File: src/rtl/dpram_fifo_ctrl_pkg.sv
// Shared constants for the dual-port-RAM FIFO controller and its output buffer.
package dpram_fifo_ctrl_pkg;

   // Default RAM geometry: 64 words of 8 bits.
   localparam int FIFO_ADDR_W = 6;
   localparam int FIFO_DATA_W = 8;

   // Output buffer hides the RAM's one-cycle registered read.
   localparam int OBUF_DEPTH  = 2;
   localparam int OBUF_CNT_W  = 2;

endpackage

File: src/rtl/fifo_out_buf.sv
// Two-entry register buffer that holds words read from the RAM.
// The head entry always sits in e0 so rd_data is a direct register output.
module fifo_out_buf
   import dpram_fifo_ctrl_pkg::*;
#(
   parameter int DATA_W = FIFO_DATA_W
) (
   input  logic                  clk,
   input  logic                  clr,
   input  logic                  push,
   input  logic [DATA_W-1:0]     push_data,
   input  logic                  pop,
   output logic [DATA_W-1:0]     head,
   output logic [OBUF_CNT_W-1:0] cnt
);

   localparam logic [OBUF_CNT_W-1:0] CNT_FULL = OBUF_CNT_W'(OBUF_DEPTH);

   logic [DATA_W-1:0]     e0_q, e0_d;
   logic [DATA_W-1:0]     e1_q, e1_d;
   logic [OBUF_CNT_W-1:0] cnt_q, cnt_d;
   logic                  pop_ok;
   logic                  push_ok;

   // Never pop an empty buffer; never push into a full one unless it pops too.
   assign pop_ok  = pop & (cnt_q != '0);
   assign push_ok = push & (pop_ok | (cnt_q != CNT_FULL));

   // Next-state: shift on pop, append behind the current tail on push.
   always_comb begin
      e0_d  = e0_q;
      e1_d  = e1_q;
      cnt_d = cnt_q;
      case ({push_ok, pop_ok})
         2'b10: begin
            if (cnt_q == '0) e0_d = push_data;
            else             e1_d = push_data;
            cnt_d = cnt_q + 1'b1;
         end
         2'b01: begin
            e0_d  = e1_q;
            cnt_d = cnt_q - 1'b1;
         end
         2'b11: begin
            if (cnt_q == OBUF_CNT_W'(1)) begin
               e0_d = push_data;
            end else begin
               e0_d = e1_q;
               e1_d = push_data;
            end
         end
         default: ;
      endcase
   end

   // Buffer registers with synchronous clear.
   always_ff @(posedge clk) begin
      if (clr) begin
         e0_q  <= '0;
         e1_q  <= '0;
         cnt_q <= '0;
      end else begin
         e0_q  <= e0_d;
         e1_q  <= e1_d;
         cnt_q <= cnt_d;
      end
   end

   assign head = e0_q;
   assign cnt  = cnt_q;

endmodule

File: src/rtl/dpram_fifo_ctrl.sv
// FIFO controller in front of an external dual-port RAM: port A writes,
// port B reads, and a 2-entry buffer gives first-word-fall-through output.
module dpram_fifo_ctrl
   import dpram_fifo_ctrl_pkg::*;
#(
   parameter int ADDR_W = FIFO_ADDR_W,
   parameter int DATA_W = FIFO_DATA_W
) (
   input  logic              clk,
   input  logic              rst_n,
   input  logic              flush,
   input  logic              wr_valid,
   output logic              wr_ready,
   input  logic [DATA_W-1:0] wr_data,
   output logic              rd_valid,
   input  logic              rd_ready,
   output logic [DATA_W-1:0] rd_data,
   output logic [ADDR_W+1:0] level,
   output logic [ADDR_W-1:0] ram_addr_a,
   output logic [DATA_W-1:0] ram_data_a,
   output logic              ram_we_a,
   output logic [ADDR_W-1:0] ram_addr_b,
   output logic              ram_we_b,
   output logic [DATA_W-1:0] ram_data_b,
   input  logic [DATA_W-1:0] ram_q_b
);

   // ram_cnt value meaning every RAM slot is occupied (wrap bits differ).
   localparam logic [ADDR_W:0] FULL_CNT = {1'b1, {ADDR_W{1'b0}}};
   localparam logic [OBUF_CNT_W:0] OCC_LIMIT = (OBUF_CNT_W+1)'(OBUF_DEPTH);

   logic [ADDR_W:0]       wr_ptr_q, wr_ptr_d;
   logic [ADDR_W:0]       rd_ptr_q, rd_ptr_d;
   logic                  pend_q, pend_d;
   logic [ADDR_W+1:0]     level_q, level_d;
   logic [ADDR_W:0]       ram_cnt, ram_cnt_d;
   logic [OBUF_CNT_W-1:0] buf_cnt, buf_cnt_d;
   logic [OBUF_CNT_W:0]   occ_after;
   logic                  clr;
   logic                  push;
   logic                  pop;
   logic                  issue;

   assign clr      = ~rst_n | flush;
   assign ram_cnt  = wr_ptr_q - rd_ptr_q;
   assign wr_ready = rst_n & ~flush & (ram_cnt != FULL_CNT);
   assign push     = wr_valid & wr_ready;
   assign pop      = rd_valid & rd_ready;

   // Buffer occupancy after this edge, counting the in-flight read as landed.
   // A pop always has buf_cnt >= 1, so this never underflows.
   assign occ_after = {1'b0, buf_cnt}
                    + {{OBUF_CNT_W{1'b0}}, pend_q}
                    - {{OBUF_CNT_W{1'b0}}, pop};

   // Only read entries already counted before this edge, and only when the
   // word will have a buffer slot when it arrives one edge later.
   assign issue = (ram_cnt != '0) & (occ_after < OCC_LIMIT);

   // Pointer, pending-read and level next-state.
   always_comb begin
      wr_ptr_d  = wr_ptr_q + (ADDR_W+1)'(push);
      rd_ptr_d  = rd_ptr_q + (ADDR_W+1)'(issue);
      pend_d    = issue;
      buf_cnt_d = occ_after[OBUF_CNT_W-1:0];
      ram_cnt_d = wr_ptr_d - rd_ptr_d;
      level_d   = {1'b0, ram_cnt_d}
                + (ADDR_W+2)'(pend_d)
                + (ADDR_W+2)'(buf_cnt_d);
   end

   // State registers; reset and flush both discard everything, including a
   // read already in flight.
   always_ff @(posedge clk) begin
      if (!rst_n || flush) begin
         wr_ptr_q <= '0;
         rd_ptr_q <= '0;
         pend_q   <= 1'b0;
         level_q  <= '0;
      end else begin
         wr_ptr_q <= wr_ptr_d;
         rd_ptr_q <= rd_ptr_d;
         pend_q   <= pend_d;
         level_q  <= level_d;
      end
   end

   fifo_out_buf #(
      .DATA_W (DATA_W)
   ) u_obuf (
      .clk       (clk),
      .clr       (clr),
      .push      (pend_q),
      .push_data (ram_q_b),
      .pop       (pop),
      .head      (rd_data),
      .cnt       (buf_cnt)
   );

   assign rd_valid   = (buf_cnt != '0);
   assign level      = level_q;
   assign ram_addr_a = wr_ptr_q[ADDR_W-1:0];
   assign ram_data_a = wr_data;
   assign ram_we_a   = push;
   assign ram_addr_b = rd_ptr_q[ADDR_W-1:0];
   assign ram_we_b   = 1'b0;
   assign ram_data_b = '0;

endmodule

File: config.mk
export PLATFORM = sky130hd
export DESIGN_NAME = dpram_fifo_ctrl
export DESIGN_NICKNAME = d
export VERILOG_FILES = /design/src/rtl/dpram_fifo_ctrl_pkg.sv /design/src/rtl/fifo_out_buf.sv /design/src/rtl/dpram_fifo_ctrl.sv
export SDC_FILE = /design/constraint.sdc
export NUM_CORES = 1
export LEC_CHECK = 0
export CAP_MARGIN = 30
export CORE_MARGIN = 1.5
export CORE_UTILIZATION = 45
export DETAILED_ROUTE_END_ITERATION = 8
export PLACE_DENSITY = 0.75
export SYNTH_ARGS = -nofsm -noshare
export SYNTH_HDL_FRONTEND = slang
export SYNTH_SLANG_ARGS = --single-unit
File: constraint.sdc
create_clock -name clk -period 9.7 [get_ports clk]
set_input_delay 1.455 -clock clk [delete_from_list [all_inputs] [get_ports clk]]
set_output_delay 1.455 -clock clk [all_outputs]
set_load 0.01 [all_outputs]
==> out/metrics.csv, run 1 <==
stage,metric,value,unit
status,status,finished clean,
layout,design area,3080,um2
layout,Layout area overhead,16.4,%
place,number of port buffers,43,
critical_path,Worst EP arrival,6.00,ns
synthesis,synthesis warning total,0,
synthesis,Simple-Gate Fraction of Synth Area,0.174,
sta,Setup Viol. Count Final,0,
cts,Post CTS Setup Buffer Count,0,
die,Die ar.,6360,um2
synthesis,post-synthesis cell count,293,
global_routing,first-pass GRT wire length,8.45,mm
drt,DRT Wirelength,5.11,mm
synthesis,Netlist cell types,44,
drt,vias post-DR,1926,
layout,Register Area,821,um2
place,Routability Congestion,0.874,
synthesis,synth top area cells,"dfxtp_1, ha_1, buf_4, mux2i_1, xnor2_1",
critical_path,"Req. time, crit path",9.88,ns
die,Row Count,27,
synthesis,Synth Area in XOR/XNOR,0.0883,
drt,DR WL/cell,13.1,um
synthesis,cell taking the most area after synthesis,dfxtp_1,
sta,clk_skew,0.00659,ns
sta,Final Slew Violations,0,
cts,post-cts sizing count,0,
sta,RSZ-0062 raised after global routing,false,
sta,min Tclk post-route,5.81,ns
synthesis,Synth Register Bits,41,
drt,Detail Route Antenna Nets,0,
layout,layout cell share with drive strength beyond 1,0.0627,
synthesis,adder-cell area share of the yosys netlist,0.134,
die,Die W,79.7,um
cts,Root Driver,clkbuf_8,
critical_path,Worst setup EP type,flop,
layout,multi-input logic area,1540,um2
place,post-placement cell area,2970,um2
layout,Final Net Count,365,
global_routing,initial antenna violation count,0,
synthesis,largest family of logic cells by synthesized area,simple AND/OR/NAND/NOR gates,
die,initial core utilization,0.472,
global_routing,GR Util All Layers,0.170,
sta,Setup TNS,0,ns
cts,clock buffer count from CTS,5,
synthesis,Compound-Gate Fraction of Synth Area,0.105,
die,chip height,79.7,um
cts,Clock transition at path regs,0.08,ns
power_and_ir_drop,worst vdd ir,0.109,mV
layout,# fillers,523,
layout,utilization after layout,0.550,
synthesis,Synth top area share,0.310,
synthesis,Syn Area/Cell,9.04,um2
synthesis,Async SR Flop Fraction,0,
sta,fmax,172,MHz
drt,Vias/cell,4.93,
job,Max-Cap Viols,0,
critical_path,Setup crit start kind,primary input,
cts,clk buf depth,2,
cts,CTS tree,yes,
place,post-DP HPWL,3.88,mm
sta,endpoints failing hold,0,
synthesis,mux cell area share after synthesis,0.0680,
cts,cts hold-fix bufs,0,
critical_path,path type of the worst setup path,in -> reg,
drt,DR pass1 iterations,4,
place,pre-CTS setup slack,3.60,ns
global_routing,grt total ovfl,0,
critical_path,Crit Path Max Fanout,6,
die,I/O pins,69,
global_routing,vias in the first global route,1900,
layout,diode count,0,
global_routing,largest net degree at the start of global routing,36,
critical_path,"Cell Chain, Critical Path","clkdlybuf4s50_1, nand2_1, inv_1, ha_1, inv_1, ha_1, fa_1, xnor2_1, a211oi_1, ha_1, ha_1, inv_1, fa_1, inv_1, fa_1, nor3_1, o21ai_0, a211oi_2, xor2_1, nor2_1",
die,core area,5610,um2
synthesis,"EDFF count, synth",0,
synthesis,"Seq/Total Area, Yosys",0.310,
drt,DRC viols,0,
cts,H-tree depth,2,
synthesis,post-synthesis instance area,2650,um2
critical_path,CP peak stage delay,0.53,ns
sta,Final Cycle Share,0.599,
sta,Max-slew headroom,0.638,
cts,worst skew pair latency,0.31,ns
power_and_ir_drop,P per Cell Area,228,nW/um2
place,Placed Instances,383,
sta,final worst setup slack,3.89,ns
power_and_ir_drop,Pleak,1.33,nW
synthesis,"Top FF cell, synth",dfxtp_1,
sta,Worst-Margin Slew,0.541,ns
cts,Sink Count,41,
worst_hold_path,Hold Path Class,reg -> reg,
critical_path,slowest CP cell,fa_1,
layout,Layout Cells excl Fill,391,
drt,initial DRC count,91,
-- critical path, delay by kind of cell --
kind | cells | cell delay, ns
buffers and inverters | 5 | 0.72
XOR/XNOR | 2 | 0.35
AO/OA/AOI/OAI | 3 | 0.82
AND/OR/NAND/NOR | 3 | 0.40
adder cells (fa/ha/maj) | 7 | 2.25
-- cells in the final DEF, fill, tap and decap left out, types with 3 or more instances in the layout --
cell type / n
nor3_1: 3
nor2_1: 40
ha_1: 22
nand2_1: 9
fa_1: 4
o21ai_0: 4
a211oi_1: 12
dfxtp_1: 41
and2_1: 9
xnor2_1: 19
conb_1: 9
xor2_1: 5
inv_1: 21
clkdlybuf4s50_1: 43
nor2b_1: 6
clkbuf_8: 5
nand3_1: 5
mux2i_1: 18
a21oi_1: 9
-- registers in the layout, indices dropped and copies added, names as in the netlist --
| name | cells |
|---|---|
| level | 8 |
| pend_q | 1 |
| rd_ptr_q | 7 |
| u_obuf.cnt | 2 |
| u_obuf.e1_q | 8 |
| u_obuf.head | 8 |
| wr_ptr_q | 7 |
-- cell usage after synthesis (2+ instances only) --
master	instances
a211oi_1	12
a211oi_2	2
a21o_1	2
a21oi_1	9
and2_1	9
buf_4	29
clkbuf_1	4
dfxtp_1	41
fa_1	4
ha_1	22
inv_1	21
mux2i_1	18
nand2_1	9
nand2b_1	2
nand3_1	5
nand3_2	2
nand4_1	2
nor2_1	40
nor2b_1	6
nor3_1	3
nor3b_1	2
o211a_1	2
o21ai_0	4
xnor2_1	19
xor2_1	5
-- logic make-up (layout without fill, tap and decap cells) --
family,after synthesis,count (layout)
and+or+nand+nor,89,89
buffers and inverters,55,73
DFF,41,41
AOI/OAI and AO/OA,38,38
adders and majority gates,26,26
xor gates and xnor gates,25,25
muxes,18,18
other,1,9
-- final cells by class --
cell class,count,share of cell area
multi-input combinational,205,0.500
sequential,41,0.266
timing repair buffer,44,0.142
tap,72,0.0292
inverter,21,0.0256
clock buffer,5,0.0223
clock inverter,3,0.0150
-- per-stage QoR --
stage / hold slack, ns / total power, mW
after floorplan: 0.463 / 0.480
after global placement: 0.476 / 0.559
after detailed placement: 0.489 / 0.563
after CTS: 0.511 / 0.706
after global routing: 0.532 / 0.762
final: 0.505 / 0.703
-- layer usage --
layer  GRT usage  up-vias  part of all wire
li1            -      998                 -
met1       0.220      886              0.48
met2       0.281       37              0.47
met3      0.0320        5             0.039
met4      0.0596        0             0.015
met5           0        -                 0
-- final timing paths --
kind	startpoint	to	slack (ns)	depth (start not counted)
hold reg to reg	u_obuf.e1_q[5]	u_obuf.e1_q[5]	0.50	2
setup / recovery	rd_ready	level[6]	3.89	20
setup reg to reg	u_obuf.cnt[1]	level[6]	4.70	22
hold / removal	u_obuf.e1_q[5]	u_obuf.e1_q[5]	0.50	2
-- power breakdown --
part | internal, mW | switching [mW]
Combinational | 0.168 | 0.196
Clock | 0.0770 | 0.0652
Sequential | 0.186 | 0.0112
No activity file was read; power rests on OpenSTA's default activity.
==> run 2: changes to the inputs <==
Settings changed: CORE_UTILIZATION 45 to 44, PLACE_DENSITY 0.75 to 0.76.
Clock period 9.7 ns to 5.3 ns, I/O delays scaled along.
==> out/metrics.csv, run 2 (synthesis results as in run 1) <==
stage,metric,value,unit,change
die,I/O pins,69,,unchanged
sta,Hold Slack,0.501,ns,-0.00407 ns
sta,RSZ-0062 raised after global routing,false,,
sta,Setup Viol. Count Final,0,,unchanged
critical_path,CP peak stage delay,0.53,ns,about the same
cts,H-tree depth,2,,unchanged
die,core area,5850,um2,+4.3%
worst_hold_path,Hold Path Class,reg -> reg,,
sta,Max-slew headroom,0.635,,-0.00325
sta,clk_skew,0.0106,ns,+0.00400 ns
drt,DR WL/cell,12.8,um,-2.2%
cts,clock buffer count from CTS,5,,unchanged
place,number of port buffers,43,,unchanged
die,Die W,80.6,um,+1.1%
status,status,finished clean,,
die,initial core utilization,0.453,,-0.0196
cts,Root Driver,clkbuf_8,,
layout,utilization after layout,0.538,,-0.0119
power_and_ir_drop,Pleak,1.37,nW,+2.8%
global_routing,grt total ovfl,0,,unchanged
place,Routability Congestion,0.788,,-9.8%
critical_path,Worst EP arrival,5.02,ns,-0.98 ns
drt,DRT Wirelength,5.10,mm,-0.18%
drt,Vias/cell,4.89,,-0.63%
layout,diode count,0,,unchanged
layout,Layout area overhead,18.8,%,
global_routing,largest net degree at the start of global routing,36,,unchanged
critical_path,Crit path max-delay family,adder cells,,
layout,"most common cell after layout, fill and taps aside",clkdlybuf4s50_1,,
critical_path,Crit Path Max Fanout,3,,-3
layout,Final Net Count,370,,+1.4%
critical_path,Setup crit start kind,primary input,,
worst_hold_path,hold path startpoint,u_obuf.head[5],,
critical_path,critical path launch point,rd_ready,,
die,Row Count,28,,+3.7%
sta,Final Cycle Share,0.912,,
critical_path,"Buf+Inv Stages, Crit Path",5,,unchanged
sta,Setup TNS,0,ns,unchanged
drt,DR pass1 iterations,4,,unchanged
layout,layout cell share with drive strength beyond 1,0.0772,,+0.0145
global_routing,vias in the first global route,1887,,-0.68%
critical_path,Worst path depth,20,,unchanged
cts,CTS tree,yes,,
sta,fmax,207,MHz,
critical_path,Register-to-Register Path Depth,22,,unchanged
critical_path,"Req. time, crit path",5.48,ns,-4.40 ns
layout,most frequent cells in the layout,"clkdlybuf4s50_1, dfxtp_1, nor2_1, ha_1, inv_1",,
cts,Clock transition at path regs,0.08,ns,about the same
sta,endpoints failing hold,0,,unchanged
drt,vias post-DR,1953,,+1.4%
drt,Detail Route Antenna Nets,0,,unchanged
power_and_ir_drop,worst vdd ir,0.206,mV,+89%
global_routing,GR Util All Layers,0.171,,+0.00143
die,Die ar.,6490,um2,+2.2%
sta,min Tclk post-route,4.84,ns,
critical_path,"Cell Chain, Critical Path","clkdlybuf4s50_1, nand2_1, inv_1, ha_1, inv_1, ha_1, fa_1, xnor2_1, a211oi_1, ha_1, ha_1, inv_1, fa_1, inv_1, fa_1, nor2_1, nand4bb_1, a211oi_2, xor2_1, nor2_1",,
drt,DRC viols,0,,unchanged
cts,worst skew pair latency,0.30,ns,about the same
cts,cts hold-fix bufs,0,,unchanged
drt,initial DRC count,56,,-38%
cts,clk buf depth,2,,unchanged
cts,Post CTS Setup Buffer Count,0,,unchanged
cts,Sink Count,41,,unchanged
global_routing,initial antenna violation count,0,,unchanged
cts,post-cts sizing count,0,,unchanged
sta,Final Slew Violations,0,,unchanged
sta,final worst setup slack,0.465,ns,-3.42 ns
sta,Worst-Margin Slew,0.546,ns,+0.00486 ns
job,Max-Cap Viols,0,,unchanged
worst_hold_path,WHS Path Cells,2,,unchanged
power_and_ir_drop,P per Cell Area,431,nW/um2,+89%
global_routing,first-pass GRT wire length,8.64,mm,+2.3%
place,post-DP HPWL,3.91,mm,+0.74%
place,pre-CTS setup slack,0.142,ns,-3.46 ns
critical_path,path type of the worst setup path,in -> reg,,
critical_path,reg-to-reg startpoint,u_obuf.cnt[1],,
critical_path,slowest CP cell,fa_1,,
die,chip height,80.6,um,+1.1%
critical_path,Worst setup EP type,flop,,
[run 2: cell types whose count changed in the layout (fill, tap and decap cells not counted), sizes merged]
cell	before	now
bufinv	1	2
clkinv	1	0
clkinvlp	1	0
buf	1	6
inv	21	22
[run 2: through the flow]
stage	std cells	area [um2]	power (mW)
2_1_floorplan	301	2680	0.879
5_1_grt	399	3150	1.48
3_5_place_dp	391	3010	1.06
3_3_place_gp	391	3010	1.04
4_1_cts	399	3150	1.37
6_report	399	3150	1.36
[run 2: worst min-delay path, stage by stage, from the launching register on]
cell,delay (ns)
dfxtp_1,0.32
nor2_1,0.09
a211oi_1,0.05
[run 2: layout make-up]
| class | count | area [um2] |
|---|---|---|
| inverter | 21 | 78.8 |
| fill | 526 | 2700 |
| tap | 75 | 93.8 |
| sequential | 41 | 821 |
| multi-input combinational | 205 | 1540 |
| timing repair buffer | 49 | 475 |
| clock inverter | 3 | 68.8 |
| clock buffer | 5 | 68.8 |
[run 2: where the power goes]
group	internal (mW)	switching, mW	leakage [nW]
Combinational	0.329	0.360	0.972
Clock	0.190	0.114	0.0687
Sequential	0.341	0.0221	0.332
Total	0.859	0.496	1.37
[run 2: final timing paths]
path / slack, ns / to
worst max register to register: 0.66 / level[6]
worst min-delay path: 0.50 / u_obuf.head[5]
worst min register to register: 0.50 / u_obuf.head[5]
worst max-delay path: 0.46 / level[6]
[run 2: per-layer routing]
metal | up-vias | global-route usage | wire length, um
met5 | - | 0 | 0
met4 | 0 | 0.0517 | 63
li1 | 1011 | - | -
met1 | 897 | 0.222 | 2390
met3 | 7 | 0.0273 | 196
met2 | 38 | 0.290 | 2450
==> run 3: changes to the inputs <==
Settings changed: ABC_AREA from default to 1, CORE_UTILIZATION 44 to 45, PLACE_DENSITY 0.76 to 0.77.
==> out/metrics.csv, run 3 <==
stage,metric,value,unit,change
status,status,finished clean,,
power_and_ir_drop,Pleak,1.54,nW,+12%
global_routing,GR Util All Layers,0.168,,-0.00305
critical_path,"Cell Chain, Critical Path","clkdlybuf4s50_1, inv_1, nor2_4, ha_1, inv_1, ha_1, fa_1, nor2_1, nand2_1, inv_1, ha_1, ha_1, inv_1, fa_1, inv_1, fa_1, nor2_1, nand3_1, nor2_1, nand2_1, nand3_1, nand2_1, nor2_1",,
critical_path,most frequent CP cell,inv_1,,
die,Row Count,28,,unchanged
cts,Post CTS Setup Buffer Count,0,,unchanged
global_routing,vias in the first global route,2099,,+11%
critical_path,CP peak stage delay,0.54,ns,about the same
sta,clk_skew,0.00932,ns,-0.00128 ns
synthesis,synthesis warning total,0,,unchanged
cts,Sink Count,41,,unchanged
cts,Root Driver,clkbuf_8,,
job,Max-Cap Viols,0,,unchanged
drt,Vias/cell,4.75,,-2.9%
critical_path,Setup crit start kind,primary input,,
layout,most frequent cells in the layout,"nand2_1, inv_1, nor2_1, clkdlybuf4s50_1, dfxtp_1",,
sta,Final Slew Violations,0,,unchanged
sta,fmax,220,MHz,+6.4%
place,post-DP HPWL,4.24,mm,+8.3%
die,core area,5990,um2,+2.4%
sta,Setup Viol. Count Final,0,,unchanged
synthesis,post-synthesis instance area,2820,um2,+6.3%
synthesis,Post-synth top cells,"nand2_1, inv_1, nor2_1",,
layout,Layout area overhead,15.0,%,
global_routing,initial antenna violation count,0,,unchanged
global_routing,grt total ovfl,0,,unchanged
layout,multi-input logic area,1550,um2,+0.73%
global_routing,first-pass GRT wire length,8.84,mm,+2.3%
die,chip height,82.1,um,+1.9%
cts,H-tree depth,2,,unchanged
place,Routability Congestion,0.841,,+6.7%
critical_path,Crit Path Max Fanout,5,,+2
critical_path,"Req. time, crit path",5.54,ns,+0.06 ns
power_and_ir_drop,P_sw,0.612,mW,+23%
sta,endpoints failing hold,0,,unchanged
layout,# fillers,582,,+11%
synthesis,"Top FF cell, synth",dfxtp_1,,
power_and_ir_drop,Reg power frac,0.267,,about the same
synthesis,post-synthesis cell count,396,,+35%
drt,initial DRC count,77,,+38%
critical_path,Worst setup EP type,flop,,
synthesis,"EDFF count, synth",0,,unchanged
cts,post-cts sizing count,0,,unchanged
layout,Final Net Count,468,,+26%
drt,DRC viols,0,,unchanged
synthesis,"Seq/Total Area, Yosys",0.292,,-0.0183
cts,clock buffer count from CTS,5,,unchanged
layout,layout cell share with drive strength beyond 1,0.0782,,+0.00104
power_and_ir_drop,cell-internal power,0.800,mW,-6.9%
synthesis,cell taking the most area after synthesis,dfxtp_1,,
cts,worst skew pair latency,0.30,ns,about the same
drt,DR pass1 iterations,4,,unchanged
layout,Register Area,821,um2,unchanged
die,I/O pins,69,,unchanged
sta,min Tclk post-route,4.54,ns,-0.291 ns
synthesis,Synth Register Bits,41,,unchanged
die,Die W,82.1,um,+1.9%
drt,vias post-DR,2361,,+21%
synthesis,Synth top area share,0.292,,-0.0183
power_and_ir_drop,P per Cell Area,436,nW/um2,+1.3%
power_and_ir_drop,worst vdd ir,0.246,mV,+19%
critical_path,path type of the worst setup path,in -> reg,,
power_and_ir_drop,Sw Share,0.433,,+0.0672
cts,Clock transition at path regs,0.08,ns,about the same
sta,Setup TNS,0,ns,unchanged
drt,DRT Wirelength,5.43,mm,+6.6%
synthesis,Syn Area/Cell,7.11,um2,-21%
power_and_ir_drop,Clk network pwr share,0.182,,-0.042
global_routing,largest net degree at the start of global routing,25,,-31%
die,Die ar.,6740,um2,+3.8%
critical_path,slowest CP cell,fa_1,,
synthesis,Netlist cell types,31,,-30%
sta,RSZ-0062 raised after global routing,false,,
power_and_ir_drop,Comb pwr share,0.551,,+0.043
die,initial core utilization,0.470,,+0.0172
place,number of port buffers,43,,unchanged
critical_path,Crit path max-delay family,adder cells,,
worst_hold_path,Hold Path Class,reg -> reg,,
layout,diode count,0,,unchanged
cts,CTS tree,yes,,
layout,"most common cell after layout, fill and taps aside",nand2_1,,
cts,cts hold-fix bufs,0,,unchanged
critical_path,Worst EP arrival,4.78,ns,-0.24 ns
synthesis,most frequent cell after synthesis,nand2_1,,
synthesis,Async SR Flop Fraction,0,,unchanged
sta,Final Cycle Share,0.857,,-0.0550
drt,DR WL/cell,10.9,um,-14%
layout,utilization after layout,0.541,,+0.00245
cts,clk buf depth,2,,unchanged
drt,Detail Route Antenna Nets,0,,unchanged
critical_path,"Buf+Inv Stages, Crit Path",6,,+1
synthesis,synth top area cells,"dfxtp_1, ha_1, nand2_1, buf_4, inv_1",,
[run 3: cell types whose count changed in the layout (fill, tap and decap cells not counted), moves of 13 or more]
cell	previous run	this run
inv_1	21	52
a21oi_1	9	22
xnor2_1	19	3
nand3_1	5	24
nand2_1	9	71
[run 3: final cells by class]
type                            instances  share of cell area
Clock buffer                            5              0.0213
Clock inverter                          3              0.0143
Inverter                               58              0.0672
Multi-Input combinational cell        271               0.480
Sequential cell                        41               0.253
Tap cell                               75              0.0290
Timing Repair Buffer                   44               0.135
[run 3: cells by family after synthesis]
kind of cell / count (synthesis) / share of synthesized area
adders and majority gates: 26 / 0.126
and+or+nand+nor: 171 / 0.273
buffers and inverters: 92 / 0.168
other: 1 / 0.00133
muxes: 6 / 0.0213
DFF: 41 / 0.292
xor gates and xnor gates: 8 / 0.0249
AOI/OAI and AO/OA: 51 / 0.0938
[run 3: path summary, 6_finish.rpt]
check | startpoint | endpoint | slack (ns) | cells past startpoint
setup / recovery | rd_ready | level[6] | 0.76 | 23
hold / removal | u_obuf.cnt[0] | u_obuf.cnt[0] | 0.48 | 1
setup reg to reg | u_obuf.cnt[1] | level[6] | 0.97 | 23
hold reg to reg | u_obuf.cnt[0] | u_obuf.cnt[0] | 0.48 | 1
[run 3: layer usage]
| layer | part of all wire | vias to the layer above | routed length (um) | global-route usage |
|---|---|---|---|---|
| li1 | - | 1269 | - | - |
| met1 | 0.46 | 1040 | 2480 | 0.202 |
| met2 | 0.49 | 47 | 2650 | 0.295 |
| met3 | 0.049 | 5 | 266 | 0.0407 |
| met4 | 0.0081 | 0 | 44 | 0.0508 |
| met5 | 0 | - | 0 | 0 |
[run 3: power by group through the flow]
stage	clock network [mW]	registers, mW	logic, mW
6_report	0.258	0.377	0.777
5_1_grt	0.276	0.382	0.912
4_1_cts	0.262	0.377	0.790
3_5_place_dp	0	0.383	0.783
3_3_place_gp	0	0.383	0.766
2_1_floorplan	0	0.390	0.598
[run 3: metrics by stage]
step                hold WS [ns]  cell area (um2)  std cells  worst slack, ns  total power [mW]
global route               0.512             3240        497            0.434              1.57
global placement           0.465             3120        489            0.531              1.15
floorplan                  0.447             2850        404             1.10             0.988
CTS                        0.483             3240        497            0.725              1.43
finish                     0.482             3240        497            0.756              1.41
detailed placement         0.471             3120        489            0.472              1.17
